**src/rtl/uart_pkg.sv**
```systemverilog
// Shared types and helpers for the UART transmitter/receiver pair.
package uart_pkg;

  localparam int                      BIT_PERIOD_W   = 16;
  localparam logic [BIT_PERIOD_W-1:0] MIN_BIT_PERIOD = 16'd4;

  typedef enum logic [1:0] {
    PAR_NONE = 2'd0,
    PAR_EVEN = 2'd1,
    PAR_ODD  = 2'd2
  } parity_e;

  typedef enum logic [2:0] {
    ST_IDLE   = 3'd0,
    ST_START  = 3'd1,
    ST_DATA   = 3'd2,
    ST_PARITY = 3'd3,
    ST_STOP   = 3'd4
  } uart_state_e;

  // Mode code 3 is treated the same as "no parity".
  function automatic parity_e decode_parity(input logic [1:0] mode);
    case (mode)
      2'd1:    return PAR_EVEN;
      2'd2:    return PAR_ODD;
      default: return PAR_NONE;
    endcase
  endfunction

  function automatic logic parity_bit(input parity_e mode, input logic [7:0] data);
    return (mode == PAR_ODD) ? ~(^data) : (^data);
  endfunction

endpackage

```
**src/rtl/uart_bit_timer.sv**
```systemverilog
// Loadable down-counter: tick is high N cycles after a load of N.
import uart_pkg::*;

module uart_bit_timer (
  input  logic                    clk,
  input  logic                    rst,
  input  logic                    load,
  input  logic [BIT_PERIOD_W-1:0] load_val,
  output logic                    tick
);

  logic [BIT_PERIOD_W-1:0] cnt;

  // Count down to zero and hold there until the next load
  always_ff @(posedge clk) begin
    if (rst)              cnt <= '0;
    else if (load)        cnt <= load_val - 1'b1;
    else if (cnt != '0)   cnt <= cnt - 1'b1;
  end

  assign tick = (cnt == '0);

endmodule

```
**src/rtl/uart_transceiver.sv**
```systemverilog
// Full-duplex 8-bit UART with runtime-programmable bit period.
//
// state     | meaning
// ----------+------------------------------------------------
// ST_IDLE   | line idle; TX waits for tx_en, RX for a falling edge
// ST_START  | TX drives start bit; RX waits half a bit to re-check it
// ST_DATA   | 8 data bits, LSB first, one per bit period
// ST_PARITY | parity bit (skipped when parity is off)
// ST_STOP   | TX drives stop bit; RX samples it and delivers the byte
import uart_pkg::*;

module uart_transceiver #(
  parameter int BAUD_RATE = 115200,
  parameter int CLK_FREQ  = 25000000
) (
  input  logic                    clk,
  input  logic                    rst,
  input  logic                    wr_bit_period_i,
  input  logic [BIT_PERIOD_W-1:0] bit_period_i,
  input  logic [1:0]              parity_type_i,
  input  logic                    uart_tx_en,
  input  logic [7:0]              uart_tx_data,
  output logic                    uart_txd,
  output logic                    uart_tx_busy,
  input  logic                    uart_rxd,
  input  logic                    uart_rx_en,
  output logic                    uart_rx_valid_o,
  output logic [7:0]              uart_rx_data,
  output logic                    uart_rx_parity_error_o
);

  localparam logic [BIT_PERIOD_W-1:0] RESET_PERIOD = BIT_PERIOD_W'(CLK_FREQ / BAUD_RATE);

  logic [BIT_PERIOD_W-1:0] period_q;

  // Bit period register, clamped to the shortest usable period
  always_ff @(posedge clk) begin
    if (rst)                  period_q <= RESET_PERIOD;
    else if (wr_bit_period_i) period_q <= (bit_period_i < MIN_BIT_PERIOD) ? MIN_BIT_PERIOD : bit_period_i;
  end

  // ---------------- transmitter ----------------
  uart_state_e             tx_state;
  logic [7:0]              tx_shift;
  logic [2:0]              tx_bit_idx;
  parity_e                 tx_par_mode;
  logic                    tx_par_bit;
  logic [BIT_PERIOD_W-1:0] tx_period;
  logic                    tx_tick;
  logic                    tx_load;
  logic [BIT_PERIOD_W-1:0] tx_load_val;

  // The frame's period is copied at start so mid-frame writes only affect the next frame.
  assign tx_load     = ((tx_state == ST_IDLE) && uart_tx_en) || ((tx_state != ST_IDLE) && tx_tick);
  assign tx_load_val = (tx_state == ST_IDLE) ? period_q : tx_period;

  uart_bit_timer u_tx_timer (
    .clk      (clk),
    .rst      (rst),
    .load     (tx_load),
    .load_val (tx_load_val),
    .tick     (tx_tick)
  );

  // TX sequencing: advance one bit per timer tick
  always_ff @(posedge clk) begin
    if (rst) begin
      tx_state    <= ST_IDLE;
      tx_shift    <= '0;
      tx_bit_idx  <= '0;
      tx_par_mode <= PAR_NONE;
      tx_par_bit  <= 1'b0;
      tx_period   <= RESET_PERIOD;
    end else begin
      case (tx_state)
        ST_IDLE: if (uart_tx_en) begin
          tx_state    <= ST_START;
          tx_shift    <= uart_tx_data;
          tx_bit_idx  <= '0;
          tx_par_mode <= decode_parity(parity_type_i);
          tx_par_bit  <= parity_bit(decode_parity(parity_type_i), uart_tx_data);
          tx_period   <= period_q;
        end
        ST_START: if (tx_tick) tx_state <= ST_DATA;
        ST_DATA: if (tx_tick) begin
          tx_shift   <= {1'b1, tx_shift[7:1]};
          tx_bit_idx <= tx_bit_idx + 3'd1;
          if (tx_bit_idx == 3'd7) tx_state <= (tx_par_mode == PAR_NONE) ? ST_STOP : ST_PARITY;
        end
        ST_PARITY: if (tx_tick) tx_state <= ST_STOP;
        ST_STOP:   if (tx_tick) tx_state <= ST_IDLE;
        default:   tx_state <= ST_IDLE;
      endcase
    end
  end

  // Serial line level follows the current TX state
  always_comb begin
    uart_txd = 1'b1;
    case (tx_state)
      ST_START:  uart_txd = 1'b0;
      ST_DATA:   uart_txd = tx_shift[0];
      ST_PARITY: uart_txd = tx_par_bit;
      default:   uart_txd = 1'b1;
    endcase
  end

  assign uart_tx_busy = (tx_state != ST_IDLE);

  // ---------------- receiver ----------------
  logic                    rxd_meta;
  logic                    rxd_sync;
  logic                    rxd_prev;
  logic                    rx_fall;
  logic                    rx_start;
  uart_state_e             rx_state;
  logic [7:0]              rx_shift;
  logic [2:0]              rx_bit_idx;
  parity_e                 rx_par_mode;
  logic                    rx_par_bit;
  logic [BIT_PERIOD_W-1:0] rx_period;
  logic                    rx_tick;
  logic                    rx_load;
  logic [BIT_PERIOD_W-1:0] rx_load_val;

  // Two-flop synchronizer plus one delayed copy for edge detection
  always_ff @(posedge clk) begin
    if (rst) begin
      rxd_meta <= 1'b1;
      rxd_sync <= 1'b1;
      rxd_prev <= 1'b1;
    end else begin
      rxd_meta <= uart_rxd;
      rxd_sync <= rxd_meta;
      rxd_prev <= rxd_sync;
    end
  end

  // A falling edge implies the line was high first, which also re-arms after a framing error.
  assign rx_fall     = rxd_prev & ~rxd_sync;
  assign rx_start    = (rx_state == ST_IDLE) && uart_rx_en && rx_fall;
  assign rx_load     = rx_start || ((rx_state != ST_IDLE) && rx_tick);
  assign rx_load_val = (rx_state == ST_IDLE) ? (period_q >> 1) : rx_period;

  uart_bit_timer u_rx_timer (
    .clk      (clk),
    .rst      (rst),
    .load     (rx_load),
    .load_val (rx_load_val),
    .tick     (rx_tick)
  );

  // RX sequencing: sample mid-bit on each tick, deliver byte after a good stop bit
  always_ff @(posedge clk) begin
    if (rst) begin
      rx_state               <= ST_IDLE;
      rx_shift               <= '0;
      rx_bit_idx             <= '0;
      rx_par_mode            <= PAR_NONE;
      rx_par_bit             <= 1'b0;
      rx_period              <= RESET_PERIOD;
      uart_rx_valid_o        <= 1'b0;
      uart_rx_data           <= '0;
      uart_rx_parity_error_o <= 1'b0;
    end else begin
      uart_rx_valid_o        <= 1'b0;
      uart_rx_parity_error_o <= 1'b0;
      case (rx_state)
        ST_IDLE: if (rx_start) begin
          rx_state    <= ST_START;
          rx_period   <= period_q;
          rx_par_mode <= decode_parity(parity_type_i);
          rx_bit_idx  <= '0;
        end
        ST_START: if (rx_tick) rx_state <= rxd_sync ? ST_IDLE : ST_DATA;
        ST_DATA: if (rx_tick) begin
          rx_shift   <= {rxd_sync, rx_shift[7:1]};
          rx_bit_idx <= rx_bit_idx + 3'd1;
          if (rx_bit_idx == 3'd7) rx_state <= (rx_par_mode == PAR_NONE) ? ST_STOP : ST_PARITY;
        end
        ST_PARITY: if (rx_tick) begin
          rx_par_bit <= rxd_sync;
          rx_state   <= ST_STOP;
        end
        ST_STOP: if (rx_tick) begin
          rx_state <= ST_IDLE;
          if (rxd_sync) begin
            uart_rx_data           <= rx_shift;
            uart_rx_valid_o        <= 1'b1;
            uart_rx_parity_error_o <= (rx_par_mode != PAR_NONE) &&
                                      (rx_par_bit != parity_bit(rx_par_mode, rx_shift));
          end
        end
        default: rx_state <= ST_IDLE;
      endcase
    end
  end

endmodule

```
**config.mk**
```make
export PLATFORM = sky130hd
export DESIGN_NAME = uart_transceiver
export DESIGN_NICKNAME = d
export VERILOG_FILES = /design/src/rtl/uart_pkg.sv /design/src/rtl/uart_bit_timer.sv /design/src/rtl/uart_transceiver.sv
export SDC_FILE = /design/constraint.sdc
export NUM_CORES = 1
export LEC_CHECK = 0
export CAP_MARGIN = 25
export CORE_ASPECT_RATIO = 1.25
export CORE_MARGIN = 3
export CORE_UTILIZATION = 50
export CTS_CLUSTER_DIAMETER = 40
export DETAILED_ROUTE_END_ITERATION = 10
export GPL_ROUTABILITY_DRIVEN = 0
export PLACE_DENSITY_LB_ADDON = 0.08
export SYNTH_ARGS = -nofsm -noshare
export SYNTH_HDL_FRONTEND = slang
export SYNTH_HIERARCHICAL = 1
export SYNTH_SLANG_ARGS = --single-unit
```
**constraint.sdc**
```tcl
create_clock -name clk -period 5.33 [get_ports clk]
set_clock_uncertainty 0.1 [all_clocks]
set_input_delay 0.533 -clock clk [delete_from_list [all_inputs] [get_ports clk]]
set_output_delay 0.533 -clock clk [all_outputs]
set_load 0.1 [all_outputs]
```
==> impl_metrics.yaml <==
yosys:
  synthesis.nets: 762
  synth_cell_type_count: 64
  yosysTopAreaCell: "dfxtp_1"
  synth_common_cells: "dfxtp_1, nand2_1, nor2_1"
  synthTopCellsByArea: "dfxtp_1, mux2i_1, mux2_2"
  synth_area_per_cell_um2: 9.04
  ys_async_sr_fraction: 0
  syn_area_um2: 6550
  yosysWarningCount: 6
  synth_edf_count: 0
  synth_seq_area_share: 0.388
  synth_top_area_frac: 0.388
  synthMostInstantiatedCell: "dfxtp_1"
  synth_ff_type: "dfxtp_1"
  synthCells: 724
  ys_ff_latch: 127
cells_and_area:
  multi_input_area_um2: 3750
  seqCellArea_um2: 2540
  drive_above_1_share: 0.155
  syn2layout_area_growth_pct: 16.6
  final_net_count: 786
  nFillCells: 1149
  antennaDiodeCount: 0
clocking:
  ctsHoldBuffers: 0
  cts_tree: "yes"
  numCtsBuffers: 17
  clkLatencyLatePin_ns: 0.40
  clock_sinks: 127
  cts_setup_buffers: 0
  h-tree-depth: 4
  cts_buffer_depth: 2
  clkTransAtPathRegs_ns: 0.06
  clock-root-buffer: "clkbuf_16"
  cts_resized: 0
power_and_ir_drop:
  switching_share: 0.359
  power_switching_mw: 1.35
  ir_worst_vdd_mv: 0.246
  powerDensity_nw_per_um2: 493
  power_frac_clock: 0.316
  seqPwrFrac: 0.326
  p_int_mw: 2.41
  comb_power_share: 0.358
  power_leakage_nw: 2.78
worst_setup_path:
  critPathSlowestCell: "o21ai_2"
  start_kind: "flop"
  crit_family: "simple AND/OR/NAND/NOR gates"
  reg2reg_from: "u_rx_timer/cnt[0]"
  crit_path_end_kind: "flop"
  rr_endpoint: "u_rx_timer/cnt[13]"
  crit_cells: 11
  arrival_ns: 4.05
  path_cells: "nor3_2 > and4_1 > nand2_1 > nor2_1 > inv_1 > o21ai_2 > buf_4 > nor4b_4 > o22ai_2 > or4_4 > a21oi_2"
  critPathMaxStageDelay_ns: 0.63
  crit_type: "reg -> reg"
  cp_max_fo: 17
  path_buf_inv: 2
  worstPathRequired_ns: 5.57
  reg2reg_depth: 11
  r2r_slack_ns: 1.51
worst_hold_path:
  holdPathStages: 1
  hold_start: "rxd_meta"
  min_path_type: "reg -> reg"
  min_to: "rxd_sync"
timing:
  clock.fmax_mhz: 262
  tns_ns: 0
  worst_hold_slack_ns: 0.322
  setup_viol: 0
  slew_headroom: 0.303
  rsz0062_at_grt: "false"
  slew_viol_final: 0
  post-route-period-util: 0.716
  period_needed_ns: 3.82
  worst_pin_slew_ns: 1.04
  hold_viol_final: 0
floorplan:
  start_util: 0.512
  io-pin-count: 44
  dieArea_um2: 14500
  num_rows: 46
  core_um2: 12800
  die_x_um: 108
  fp.dieH_um: 134
routing:
  drtPass1Iterations: 5
  vias: 5296
  viasPerCell: 5.70
  wl_per_cell_um: 15.8
  drt-total-wl_um: 14700
  ant_nets: 0
  initialDrtViolationCount: 377
  remaining_drc_errors: 0
grt:
  gr-total-overflow: 0
  grt_pass1_vias: 5105
  grt_first_pass_wirelength_um: 24700
  grt.total_usage: 0.210
  antenna_found_initial: 0
  grt_max_degree: 66
run_status:
  outcome: "finished, final reports clean"
run:
  timing.max_cap.violations: 0
place:
  io_buffer_count: 43
  dpl.hpwl_um: 10300
through the flow:
stage | area [um^2] | worst slack, ns | util | std cells | total power [mW]
detailed placement | 7020 | 1.32 | 0.549 | 897 | 2.58
global placement | 7020 | 1.41 | 0.549 | 897 | 2.54
global route | 7630 | 1.25 | 0.597 | 929 | 3.99
finish | 7630 | 1.51 | 0.597 | 929 | 3.76
floorplan | 6550 | 1.72 | - | 724 | 2.31
CTS | 7630 | 1.58 | 0.597 | 929 | 3.78
final cells by class:
cell class              count  share of cell area
inverters                  16             0.00787
clock buffers              19              0.0593
clock inverters            13              0.0213
repair buffers             47              0.0597
flip-flops and latches    127               0.333
well taps                 168              0.0275
multi-input cells         539               0.491
worst max-delay path by stage:
stage | from | endpoint | slack [ns]
2_1_floorplan | u_rx_timer/cnt[0] | u_rx_timer/cnt[8] | 1.72
6_report | u_rx_timer/cnt[0] | u_rx_timer/cnt[13] | 1.51
5_1_grt | u_rx_timer/cnt[0] | u_rx_timer/cnt[8] | 1.25
4_1_cts | u_tx_timer/cnt[0] | u_tx_timer/cnt[13] | 1.58
3_3_place_gp | uart_tx_en | u_tx_timer/cnt[13] | 1.41
3_5_place_dp | uart_tx_en | u_tx_timer/cnt[13] | 1.32
flip-flops by register name, indices dropped and copies added (netlist names), 3 cells and up:
name            cells
tx_state            3
rx_state            3
rx_shift            8
uart_rx_data        8
u_tx_timer/cnt     16
period_q           16
rx_bit_idx          3
tx_period          16
rx_period          16
tx_bit_idx          3
u_rx_timer/cnt     16
tx_shift            8
power by group through the flow:
stage / registers [mW] / clock network, mW / logic, mW
after global placement: 1.24 / 0 / 1.30
final: 1.23 / 1.19 / 1.35
after CTS: 1.23 / 1.21 / 1.34
after detailed placement: 1.24 / 0 / 1.33
after floorplan: 1.20 / 0 / 1.11
after global routing: 1.25 / 1.26 / 1.48
layout by cell type (no fill, tap or decap), drive strengths merged, types with 19 or more instances in the layout:
| cell type | n |
|---|---|
| dfxtp | 127 |
| mux2i | 48 |
| clkdlybuf4s50 | 42 |
| mux2 | 37 |
| nor4 | 21 |
| nor3 | 32 |
| a21oi | 57 |
| nor2 | 63 |
| clkbuf | 19 |
| nand2 | 103 |
logic make-up after synthesis:
group | synth area share
muxes | 0.137
xor gates and xnor gates | 0.0390
and+or+nand+nor | 0.237
buffers and inverters | 0.0407
AOI/OAI and AO/OA | 0.147
adders and majority gates | 0.0115
DFF | 0.388
layer usage:
layer | global-route usage | wire [um]
met5 | 0 | 0
met4 | 0.0681 | 209
met3 | 0.0424 | 474
met2 | 0.353 | 7300
met1 | 0.270 | 6720
No activity file was read; power rests on OpenSTA's default activity.
